==> config.mk <==
export PLATFORM = sky130hd
export DESIGN_NAME = instr_encoder
export DESIGN_NICKNAME = d
export VERILOG_FILES = /design/src/rtl/rv_isa_pkg.sv /design/src/rtl/instr_pack.sv /design/src/rtl/instr_encoder.sv
export SDC_FILE = /design/constraint.sdc
export NUM_CORES = 1
export LEC_CHECK = 0
export ABC_AREA = 1
export CORE_MARGIN = 1.5
export CORE_UTILIZATION = 35
export DETAILED_ROUTE_END_ITERATION = 8
export GPL_TIMING_DRIVEN = 0
export RECOVER_POWER = 25
export SYNTH_ARGS = -nofsm -noshare
export SYNTH_HDL_FRONTEND = slang
export SYNTH_SLANG_ARGS = --single-unit
==> constraint.sdc <==
create_clock -name clk -period 3.2 [get_ports clk]
set_clock_uncertainty 0.2 [all_clocks]
set_input_delay 0.8 -clock clk [delete_from_list [all_inputs] [get_ports clk]]
set_output_delay 0.8 -clock clk [all_outputs]
set_load 0.03 [all_outputs]
==> src/rtl/rv_isa_pkg.sv <==
// RV32I encoding constants shared by the instruction packer and the encoder.
package rv_isa_pkg;

    // Base opcodes of the RV32I integer instruction groups
    localparam logic [6:0] OP_LUI   = 7'h37;
    localparam logic [6:0] OP_AUIPC = 7'h17;
    localparam logic [6:0] OP_JAL   = 7'h6F;
    localparam logic [6:0] OP_JALR  = 7'h67;
    localparam logic [6:0] OP_BXX   = 7'h63;
    localparam logic [6:0] OP_LXX   = 7'h03;
    localparam logic [6:0] OP_SXX   = 7'h23;
    localparam logic [6:0] OP_IXX   = 7'h13;
    localparam logic [6:0] OP_RXX   = 7'h33;

    // Instruction formats; code 7 is reserved and always rejected
    typedef enum logic [2:0] {
        FMT_R      = 3'd0,
        FMT_I      = 3'd1,
        FMT_ISHIFT = 3'd2,
        FMT_S      = 3'd3,
        FMT_B      = 3'd4,
        FMT_U      = 3'd5,
        FMT_J      = 3'd6,
        FMT_BAD    = 3'd7
    } fmt_e;

    // Signed immediate limits (byte offsets) for each format
    localparam int IMM12_MIN = -2048;
    localparam int IMM12_MAX = 2047;
    localparam int SHAMT_MIN = 0;
    localparam int SHAMT_MAX = 31;
    localparam int IMM13_MIN = -4096;
    localparam int IMM13_MAX = 4094;
    localparam int IMM21_MIN = -(1 << 20);
    localparam int IMM21_MAX = (1 << 20) - 2;

    // Treat imm as a two's-complement value and test lo <= imm <= hi
    function automatic logic imm_in_range(input logic [31:0] imm, input int lo, input int hi);
        return ($signed(imm) >= lo) && ($signed(imm) <= hi);
    endfunction

endpackage

==> src/rtl/instr_pack.sv <==
// Combinational RV32I word packer: decoded fields + immediate -> 32-bit word and legality.
import rv_isa_pkg::*;

module instr_pack (
    input  logic [2:0]  fmt,
    input  logic [6:0]  opcode,
    input  logic [4:0]  rd,
    input  logic [4:0]  rs1,
    input  logic [4:0]  rs2,
    input  logic [2:0]  funct3,
    input  logic [6:0]  funct7,
    input  logic [31:0] imm,
    output logic [31:0] instr,
    output logic        legal
);

    // Scatter the immediate into the format's bit positions and range-check it
    always_comb begin
        instr = '0;
        legal = 1'b0;
        case (fmt)
            FMT_R: begin
                instr = {funct7, rs2, rs1, funct3, rd, opcode};
                legal = 1'b1;
            end
            FMT_I: begin
                instr = {imm[11:0], rs1, funct3, rd, opcode};
                legal = imm_in_range(imm, IMM12_MIN, IMM12_MAX);
            end
            FMT_ISHIFT: begin
                instr = {funct7, imm[4:0], rs1, funct3, rd, opcode};
                legal = imm_in_range(imm, SHAMT_MIN, SHAMT_MAX);
            end
            FMT_S: begin
                instr = {imm[11:5], rs2, rs1, funct3, imm[4:0], opcode};
                legal = imm_in_range(imm, IMM12_MIN, IMM12_MAX);
            end
            FMT_B: begin
                instr = {imm[12], imm[10:5], rs2, rs1, funct3, imm[4:1], imm[11], opcode};
                legal = imm_in_range(imm, IMM13_MIN, IMM13_MAX) && !imm[0];
            end
            FMT_U: begin
                instr = {imm[31:12], rd, opcode};
                legal = (imm[11:0] == 12'd0);
            end
            FMT_J: begin
                instr = {imm[20], imm[10:1], imm[11], imm[19:12], rd, opcode};
                legal = imm_in_range(imm, IMM21_MIN, IMM21_MAX) && !imm[0];
            end
            default: begin
                instr = '0;
                legal = 1'b0;
            end
        endcase
    end

endmodule

==> src/rtl/instr_encoder.sv <==
// Streaming RV32I encoder: valid/ready request in, addressed instruction-word stream out.
import rv_isa_pkg::*;

module instr_encoder #(
    parameter int AW        = 10,
    parameter int BASE_ADDR = 0
) (
    input  logic          clk,
    input  logic          reset,
    input  logic          req_valid,
    output logic          req_ready,
    input  logic [2:0]    req_fmt,
    input  logic [6:0]    req_opcode,
    input  logic [4:0]    req_rd,
    input  logic [4:0]    req_rs1,
    input  logic [4:0]    req_rs2,
    input  logic [2:0]    req_funct3,
    input  logic [6:0]    req_funct7,
    input  logic [31:0]   req_imm,
    input  logic          req_last,
    output logic          out_valid,
    input  logic          out_ready,
    output logic [AW-1:0] out_addr,
    output logic [31:0]   out_instr,
    output logic          done,
    output logic          err,
    output logic [AW-1:0] err_addr
);

    logic [AW-1:0] cnt_reg;
    logic [31:0]   pack_instr;
    logic          pack_legal;
    logic          accept;
    logic          emit;
    logic          reject;

    instr_pack u_pack (
        .fmt    (req_fmt),
        .opcode (req_opcode),
        .rd     (req_rd),
        .rs1    (req_rs1),
        .rs2    (req_rs2),
        .funct3 (req_funct3),
        .funct7 (req_funct7),
        .imm    (req_imm),
        .instr  (pack_instr),
        .legal  (pack_legal)
    );

    // The single output slot is free when empty or being drained this cycle
    assign req_ready = !done && (!out_valid || out_ready);
    assign accept    = req_valid && req_ready;
    assign emit      = accept && pack_legal;
    assign reject    = accept && !pack_legal;

    // Output register: load on a legal accept, otherwise clear valid once consumed
    always_ff @(posedge clk or posedge reset) begin
        if (reset) begin
            out_valid <= 1'b0;
            out_instr <= '0;
            out_addr  <= '0;
        end else if (emit) begin
            out_valid <= 1'b1;
            out_instr <= pack_instr;
            out_addr  <= cnt_reg;
        end else if (out_valid && out_ready) begin
            out_valid <= 1'b0;
        end
    end

    // Word-address counter advances only for emitted words, wrapping naturally
    always_ff @(posedge clk or posedge reset) begin
        if (reset) begin
            cnt_reg <= AW'(BASE_ADDR);
        end else if (emit) begin
            cnt_reg <= cnt_reg + 1'b1;
        end
    end

    // Sticky error flag; the address is latched only for the first rejection
    always_ff @(posedge clk or posedge reset) begin
        if (reset) begin
            err      <= 1'b0;
            err_addr <= '0;
        end else if (reject) begin
            err <= 1'b1;
            if (!err) begin
                err_addr <= cnt_reg;
            end
        end
    end

    // Sticky done flag once the final request has been consumed
    always_ff @(posedge clk or posedge reset) begin
        if (reset) begin
            done <= 1'b0;
        end else if (accept && req_last) begin
            done <= 1'b1;
        end
    end

endmodule

==> flow_summary_export.csv, run 1 <==
group,metric,value,unit
drt,vias,3748,
yosys,ys.flop_type,"dfrtp_1",
timing,rsz0062_at_grt,"false",
worst_setup_path,cp_slowest_cell,"dlygate4sd3_1",
die,num_io_pins,128,
drt,wl,11200,µm
worst_setup_path,cp-end-kind,"output pin",
drt,drc,0,
finish,fin_nets,700,
min_path,hold_depth,2,
clock_network,clkTransAtPathRegs,70,ps
pwr,pwr-share-seq,37.5,%
grt,grt_pass1_wl,18100,µm
yosys,synth_nets,562,
pwr,power.density,578,nW/µm²
timing,fmax,335,MHz
clock_network,post-cts-setup-buffers,0,
pwr,p_comb_share,43.4,%
timing,hold_viol,0,
worst_setup_path,reg2reg_depth,6,
worst_setup_path,reg2reg_slack,1350,ps
yosys,syn_avg_cell_area,7.81,µm²
clock_network,cts-root-buf,"clkbuf_8",
finish,largest_register_ffs,32,
timing,final.min_clock_period,2980,ps
grt,grt_antenna_before_repair,0,
worst_setup_path,cp_slowest_stage_delay,540,ps
placement,dp_cells,752,
min_path,min_from,"out_instr[1]",
worst_setup_path,path_delay_family,"buffers and inverters",
clock_network,clockBufferDepth,2,
yosys,synth_top_cell_by_area,"dfrtp_1",
timing,worst_slack,216,ps
yosys,netlist_instances,489,
die,core_area,10500,µm²
min_path,hold_class,"reg -> reg",
die,die_w,107,µm
timing,drv_slew,0,
clock_network,cts_tree,"done",
run,cap_violations,0,
timing,relSlewSlack,9.75,%
worst_setup_path,cp_cell_sequence,"dlygate4sd3_1 -> nor2_1 -> nor2_1 -> dlygate4sd2_1",
finish,drive_above_1_share,16.4,%
worst_setup_path,cp_common_cell,"nor2_1",
yosys,netlist_area,3820,µm²
yosys,synth-seq-cells,65,
min_path,min_to,"out_instr[1]",
yosys,ys_warn_count,0,
clock_network,htree_levels,3,
drt,postRouteAntennaNets,0,
yosys,async_flop_share,100,%
worst_setup_path,crit_arrival,1980,ps
clock_network,cts.sinks,65,
grt,overflow,0,
timing,fin_crit_sh,93.2,%
die,dieHeight,107,µm
yosys,seq_area_frac_synth,42.6,%
run_status,outcome,"completed",
pwr,p_leak,2.45,nW
drt,post_drt_via_cell_ratio,4.90,
worst_setup_path,worstPathMaxFanout,3,
drt,drt_iter0_markers,151,
pwr,total_power,0.00313,W
clock_network,clk_latency,350,ps
timing,finalSetupViolations,0,
finish,top_register,"out_instr",
grt,grt_pass1_vias,3818,
finish,final_cells,765,
placement,preCtsSetupSlack,-6.65,ps
die,num_rows,37,
drt,wl_per_cell,14.6,µm
yosys,synth_top_cell_area_share,42.6,%
timing,fin_setup_tns,0,ps
worst_setup_path,cp_num_buf_inv,2,
worst_setup_path,critPathRequiredTime,2200,ps
placement,place_hpwl,8830,µm
worst_setup_path,r2r_start,"cnt_reg[0]",
drt,dr.pass1.iters,4,
timing,tightest_slew,1350,ps
pwr,p_clk_share,19.1,%
grt,track_usage,20.3,%
finish,syn2layout_area_growth,41.8,%
worst_setup_path,r2r-end,"cnt_reg[7]",
die,dieArea,11500,µm²
yosys,synth_enable_flop_cells,0,
finish,n_antenna_cell,0,
worst_setup_path,path_class,"in -> out",
grt,grt_start_max_net_pins,66,
placement,io_buffers,127,
pwr,switchingPower,0.00123,W
pwr,netSwitchingFraction,39.4,%
clock_network,cts_buffers,9,
placement,gp_congestion,0.907,
pwr,ir_drop,0.368,mV
die,initial_core_util,36.5,%
yosys,synth_cell_types,33,
worst_setup_path,crit_path_start_kind,"input port",
yosys,synth_area_leaders,"dfrtp_1 (43%), nand2_1 (13%), o21ai_2 (8.5%)",
pwr,p_int,0.00190,W
-- worst reg2reg max path, stage by stage (launching register included) --
cell     delay, ps
dfrtp_1        430
inv_1          130
nor4_1         510
nand3_1        170
xor2_1         180
nand3_1         80
nand2_1         60
-- repair_timing --
| action | CTS | global route |
|---|---|---|
| endpoints found under the hold margin | 0 | 0 |
| hold buffers | 0 | 0 |
| setup endpoints to repair | 1 | 0 |
| gates resized for setup | 1 | 0 |
-- synthesized netlist by cell type, types with 2 or more instances --
master,n
o21ai_2,37
dfrtp_1,65
o22ai_1,3
buf_6,9
nand2_2,25
nand4_1,3
nor2_1,66
inv_1,44
nor4_1,2
nor3_2,2
nor3_1,7
clkbuf_1,2
nand2_1,137
xor2_1,7
nand3_1,32
inv_2,5
nor2_2,4
a221oi_1,12
a21oi_1,13
-- cells in the final DEF, fill, tap and decap left out, types with 3 or more instances in the layout --
cell             count
clkbuf_8            10
nor2_1              66
nand3_1             32
nand2_2             25
nor2_2               4
nand2_1            137
a221oi_1            12
dfrtp_1             65
clkdlybuf4s50_1    124
nand4_1              3
nor3_1               7
inv_1               43
a21oi_1             13
o22ai_1              3
inv_2                6
xor2_1               7
buf_6                9
o21ai_2             37
-- power groups by stage --
stage / clock network (W) / registers [W] / logic [W]
after floorplan: 0 / 0.00154 / 0.000420
after detailed placement: 0 / 0.00119 / 0.00137
after global routing: 0.000654 / 0.00120 / 0.00146
after global placement: 0 / 0.00118 / 0.00137
after CTS: 0.000617 / 0.00118 / 0.00138
final: 0.000598 / 0.00117 / 0.00136
-- how the worst max path moves through the flow --
| stage | cells after the start | endpoint | startpoint |
|---|---|---|---|
| 2_1_floorplan | 1 | cnt_reg[0] | reset |
| 3_3_place_gp | 2 | out_instr[15] | reset |
| 3_5_place_dp | 4 | req_ready | out_ready |
| 4_1_cts | 4 | req_ready | out_ready |
| 5_1_grt | 4 | req_ready | out_ready |
| 6_report | 4 | req_ready | out_ready |
-- stage by stage --
step                      instance area (µm²)  util [%]  hold WS [ps]
after global placement                   5260      50.3           253
after floorplan                          3820         -           263
final                                    5420      51.8           274
after detailed placement                 5260      50.3           260
after global routing                     5420      51.8           297
after CTS                                5420      51.8           278
-- cell families after synthesis --
family	Yosys count	share of synthesized area, %
AOI/OAI and AO/OA	69	14.2
xor gates and xnor gates	8	1.83
adders and majority gates	1	0.327
buffers and inverters	61	7.86
DFF	65	42.6
and+or+nand+nor	285	33.2
-- layout make-up --
class	count	area (µm²)
fill	1062	5040
multi-input combinational	363	1890
sequential	65	1630
timing repair buffer	127	1270
inverter	49	184
tap	136	170
clock buffer	10	138
buffer	12	116
clock inverter	3	20.0
-- routing by layer --
layer | share of wire (%) | vias to the layer above | track usage (%)
met1 | 45 | 1761 | 25.1
met4 | 1.9 | 0 | 7.24
met5 | 0 | - | 0
li1 | - | 1849 | -
met3 | 6.1 | 15 | 4.72
met2 | 47 | 123 | 34.4
Power figures use the tool's default switching activity.
==> run 2: changes to the inputs <==
--- a/config.mk
+++ b/config.mk
@@ -5,12 +5,13 @@
 export SDC_FILE = /design/constraint.sdc
 export NUM_CORES = 1
 export LEC_CHECK = 0
-export ABC_AREA = 1
 export CORE_MARGIN = 1.5
 export CORE_UTILIZATION = 35
 export DETAILED_ROUTE_END_ITERATION = 8
 export GPL_TIMING_DRIVEN = 0
-export RECOVER_POWER = 25
+export PLACE_DENSITY = 0.66
+export RECOVER_POWER = 50
+export SLEW_MARGIN = 15
 export SYNTH_ARGS = -nofsm -noshare
 export SYNTH_HDL_FRONTEND = slang
 export SYNTH_SLANG_ARGS = --single-unit
==> run 2 against run 1 <==
Net effect:
- register-to-register slack lost 240 ps
- critical endpoint is now out_instr[20]
- worst hold slack gained 1.2 ps
- fmax shrank 3.6%
- wire length shrank 10%
- first-iteration DRC count shrank 25%
- cell area shrank 5.9%
- highest routed layer unchanged
==> flow_summary_export.csv, run 2 <==
group,metric,value,unit
drt,wl,10000,µm
yosys,netlist_instances,349,
pwr,p_clk_share,23.6,%
yosys,ys_warn_count,0,
yosys,netlist_area,3460,µm²
pwr,switchingPower,0.00104,W
placement,place_hpwl,7690,µm
grt,grt_pass1_wl,16200,µm
yosys,synth_commonest_cells,"dfrtp_1 (65), nand2_1 (37), o21ai_0 (37)",
clock_network,cts_buffers,9,
worst_setup_path,startpoint,"req_fmt[1]",
die,dieHeight,102,µm
run_status,outcome,"completed",
clock_network,cts.sinks,65,
drt,vias,3250,
yosys,synth_top_cell_area_share,47.0,%
timing,rsz0062_at_grt,"false",
yosys,synth_nets,422,
drt,wl_per_cell,16.0,µm
finish,mostFrequentLayoutCell,"clkdlybuf4s50_1",
yosys,synth-seq-cells,65,
worst_setup_path,r2r-end,"out_instr[11]",
placement,postPlaceCellArea,4910,µm²
die,initial_core_util,35.8,%
yosys,async_flop_share,100,%
worst_setup_path,reg2reg_slack,1110,ps
finish,drive_above_1_share,9.15,%
worst_setup_path,crit_arrival,3100,ps
placement,io_buffers,126,
finish,mostFrequentLayoutCells,"clkdlybuf4s50_1 (96), dfrtp_1 (65), nand2_1 (37), o21ai_0 (37), dlygate4sd3_1 (28)",
worst_setup_path,path_delay_family,"buffers and inverters",
drt,drc,0,
die,core_area,9680,µm²
pwr,pwr-share-seq,39.3,%
yosys,syn_avg_cell_area,9.92,µm²
yosys,synth_top_cell_by_area,"dfrtp_1",
timing,final.min_clock_period,3100,ps
placement,dp_cells,609,
yosys,seq_area_frac_synth,47.0,%
timing,drv_slew,0,
finish,syn2layout_area_growth,47.3,%
worst_setup_path,crit_end,"out_instr[20]",
die,num_io_pins,128,
pwr,power.density,549,nW/µm²
grt,grt_pass1_vias,3187,
clock_network,clk_latency,340,ps
pwr,p_int,0.00176,W
timing,fin_setup_tns,0,ps
worst_setup_path,cp_slowest_stage_delay,550,ps
clock_network,htree_levels,3,
clock_network,clkTransAtPathRegs,70,ps
grt,overflow,0,
drt,post_drt_via_cell_ratio,5.20,
timing,hold_viol,0,
clock_network,cts_tree,"done",
finish,fin_area,5100,µm²
drt,dr.pass1.iters,5,
worst_setup_path,cp-end-kind,"flop",
yosys,synth_enable_flop_cells,0,
worst_setup_path,reg2reg_depth,7,
clock_network,ctsHoldBuffers,0,
worst_setup_path,r2r_start,"out_valid",
timing,hold_ws,275,ps
worst_setup_path,cp_slowest_cell,"clkdlybuf4s50_1",
grt,grt_start_max_net_pins,42,
yosys,synth_area_leaders,"dfrtp_1 (47%), mux2_1 (5.5%), o21ai_0 (5.3%)",
pwr,p_leak,2.28,nW
timing,fmax,323,MHz
grt,track_usage,20.1,%
worst_setup_path,crit_path_start_kind,"input port",
clock_network,cts-root-buf,"clkbuf_8",
worst_setup_path,critPathRequiredTime,3210,ps
pwr,ir_drop,0.273,mV
die,dieArea,10500,µm²
worst_setup_path,cp.depth,7,
worst_setup_path,cp_cell_sequence,"clkdlybuf4s50_1 -> clkbuf_1 -> buf_2 -> clkbuf_1 -> nor2_1 -> a221oi_1 -> o21ai_0",
clock_network,clockBufferDepth,2,
grt,grt_antenna_before_repair,0,
min_path,hold_class,"reg -> reg",
timing,finalSetupViolations,0,
timing,relSlewSlack,26.3,%
drt,postRouteAntennaNets,0,
finish,fin_util,52.7,%
yosys,yosysMostFrequentCell,"dfrtp_1",
worst_setup_path,worstPathMaxFanout,10,
yosys,ys.flop_type,"dfrtp_1",
worst_setup_path,cp_num_buf_inv,4,
placement,gp_congestion,0.907,
finish,n_antenna_cell,0,
yosys,synth_cell_types,47,
pwr,netSwitchingFraction,37.0,%
timing,fin_crit_sh,96.7,%
die,die_w,102,µm
drt,drt_iter0_markers,113,
finish,largest_register_ffs,32,
pwr,p_comb_share,37.1,%
worst_setup_path,path_class,"in -> reg",
finish,final_cells,625,
timing,tightest_slew,1100,ps
worst_setup_path,cp_common_cell,"clkbuf_1",
run,cap_violations,0,
die,num_rows,36,
finish,fin_nets,560,
finish,top_register,"out_instr",
==> run 2: worst register-to-register path: stages (launching register included) <==
cell     delay [ps]
dfrtp_1         420
a21oi_1         240
and2_0          320
o31ai_2         160
buf_2           220
buf_2           220
nand2_1          90
o21ai_0          80
==> run 2: how the worst min path moves through the flow <==
| stage | depth (start not counted) | endpoint | start | slack (ps) |
|---|---|---|---|---|
| after global routing | 2 | out_instr[12] | out_instr[12] | 310 |
| after global placement | 2 | out_instr[8] | out_instr[8] | 260 |
| after floorplan | 1 | cnt_reg[9] | cnt_reg[9] | 260 |
| after CTS | 2 | out_instr[20] | out_instr[20] | 290 |
| final | 2 | out_instr[12] | out_instr[12] | 270 |
| after detailed placement | 2 | out_instr[8] | out_instr[8] | 270 |
==> run 2: cells by family (layout without fill, tap and decap cells) <==
logic type | Yosys count | in the layout | share of synthesized area [%]
fa+ha+maj | 1 | 1 | 0.361
mux | 44 | 44 | 14.8
compound gates | 93 | 93 | 15.9
buf+inv | 34 | 177 | 4.37
simple gates | 103 | 103 | 15.4
flops | 65 | 65 | 47.0
xor+xnor | 9 | 9 | 2.28
==> run 2: routing by layer <==
metal	share of wire, %	routed length (µm)	track usage, %	vias up
met5	0	0	0	-
met1	44	4440	27.4	1580
met2	48	4820	31.8	128
met3	7.2	718	5.20	4
li1	-	-	-	1538
met4	0.59	59	5.48	0
==> run 2: area by class of cell <==
cell class | count | area (µm²)
fill | 888 | 4580
clock inverter | 5 | 37.5
clock buffer | 11 | 151
buffer | 23 | 111
multi-input combinational | 250 | 1700
sequential | 65 | 1630
timing repair buffer | 127 | 1270
inverter | 11 | 42.5
tap | 133 | 166
==> run 2: stage by stage <==
stage               setup slack (ps)  power, W
detailed placement              -393   0.00220
CTS                             14.8   0.00287
floorplan                        409   0.00167
finish                           105   0.00280
global route                    43.1   0.00297
global placement                -542   0.00218
==> run 2: power groups by stage <==
| stage | Clock [W] | Sequential, W | Combinational, W |
|---|---|---|---|
| final | 0.000661 | 0.00110 | 0.00104 |
| after global routing | 0.000723 | 0.00112 | 0.00113 |
| after CTS | 0.000682 | 0.00111 | 0.00108 |
| after detailed placement | 0 | 0.00112 | 0.00108 |
| after global placement | 0 | 0.00112 | 0.00106 |
| after floorplan | 0 | 0.00142 | 0.000247 |
==> run 2: what timing repair did <==
item,in CTS,in global routing
buffers inserted,0,0
endpoints found under the setup margin,2,58
hold endpoints to repair,0,0
resized for setup,2,3
==> run 3: changes to the inputs <==
--- a/config.mk
+++ b/config.mk
@@ -5,6 +5,7 @@
 export SDC_FILE = /design/constraint.sdc
 export NUM_CORES = 1
 export LEC_CHECK = 0
+export CAP_MARGIN = 20
 export CORE_MARGIN = 1.5
 export CORE_UTILIZATION = 35
 export DETAILED_ROUTE_END_ITERATION = 8
==> results of run 3 <==
No change in the layout: final DEF, timing and power equal those of run 2.
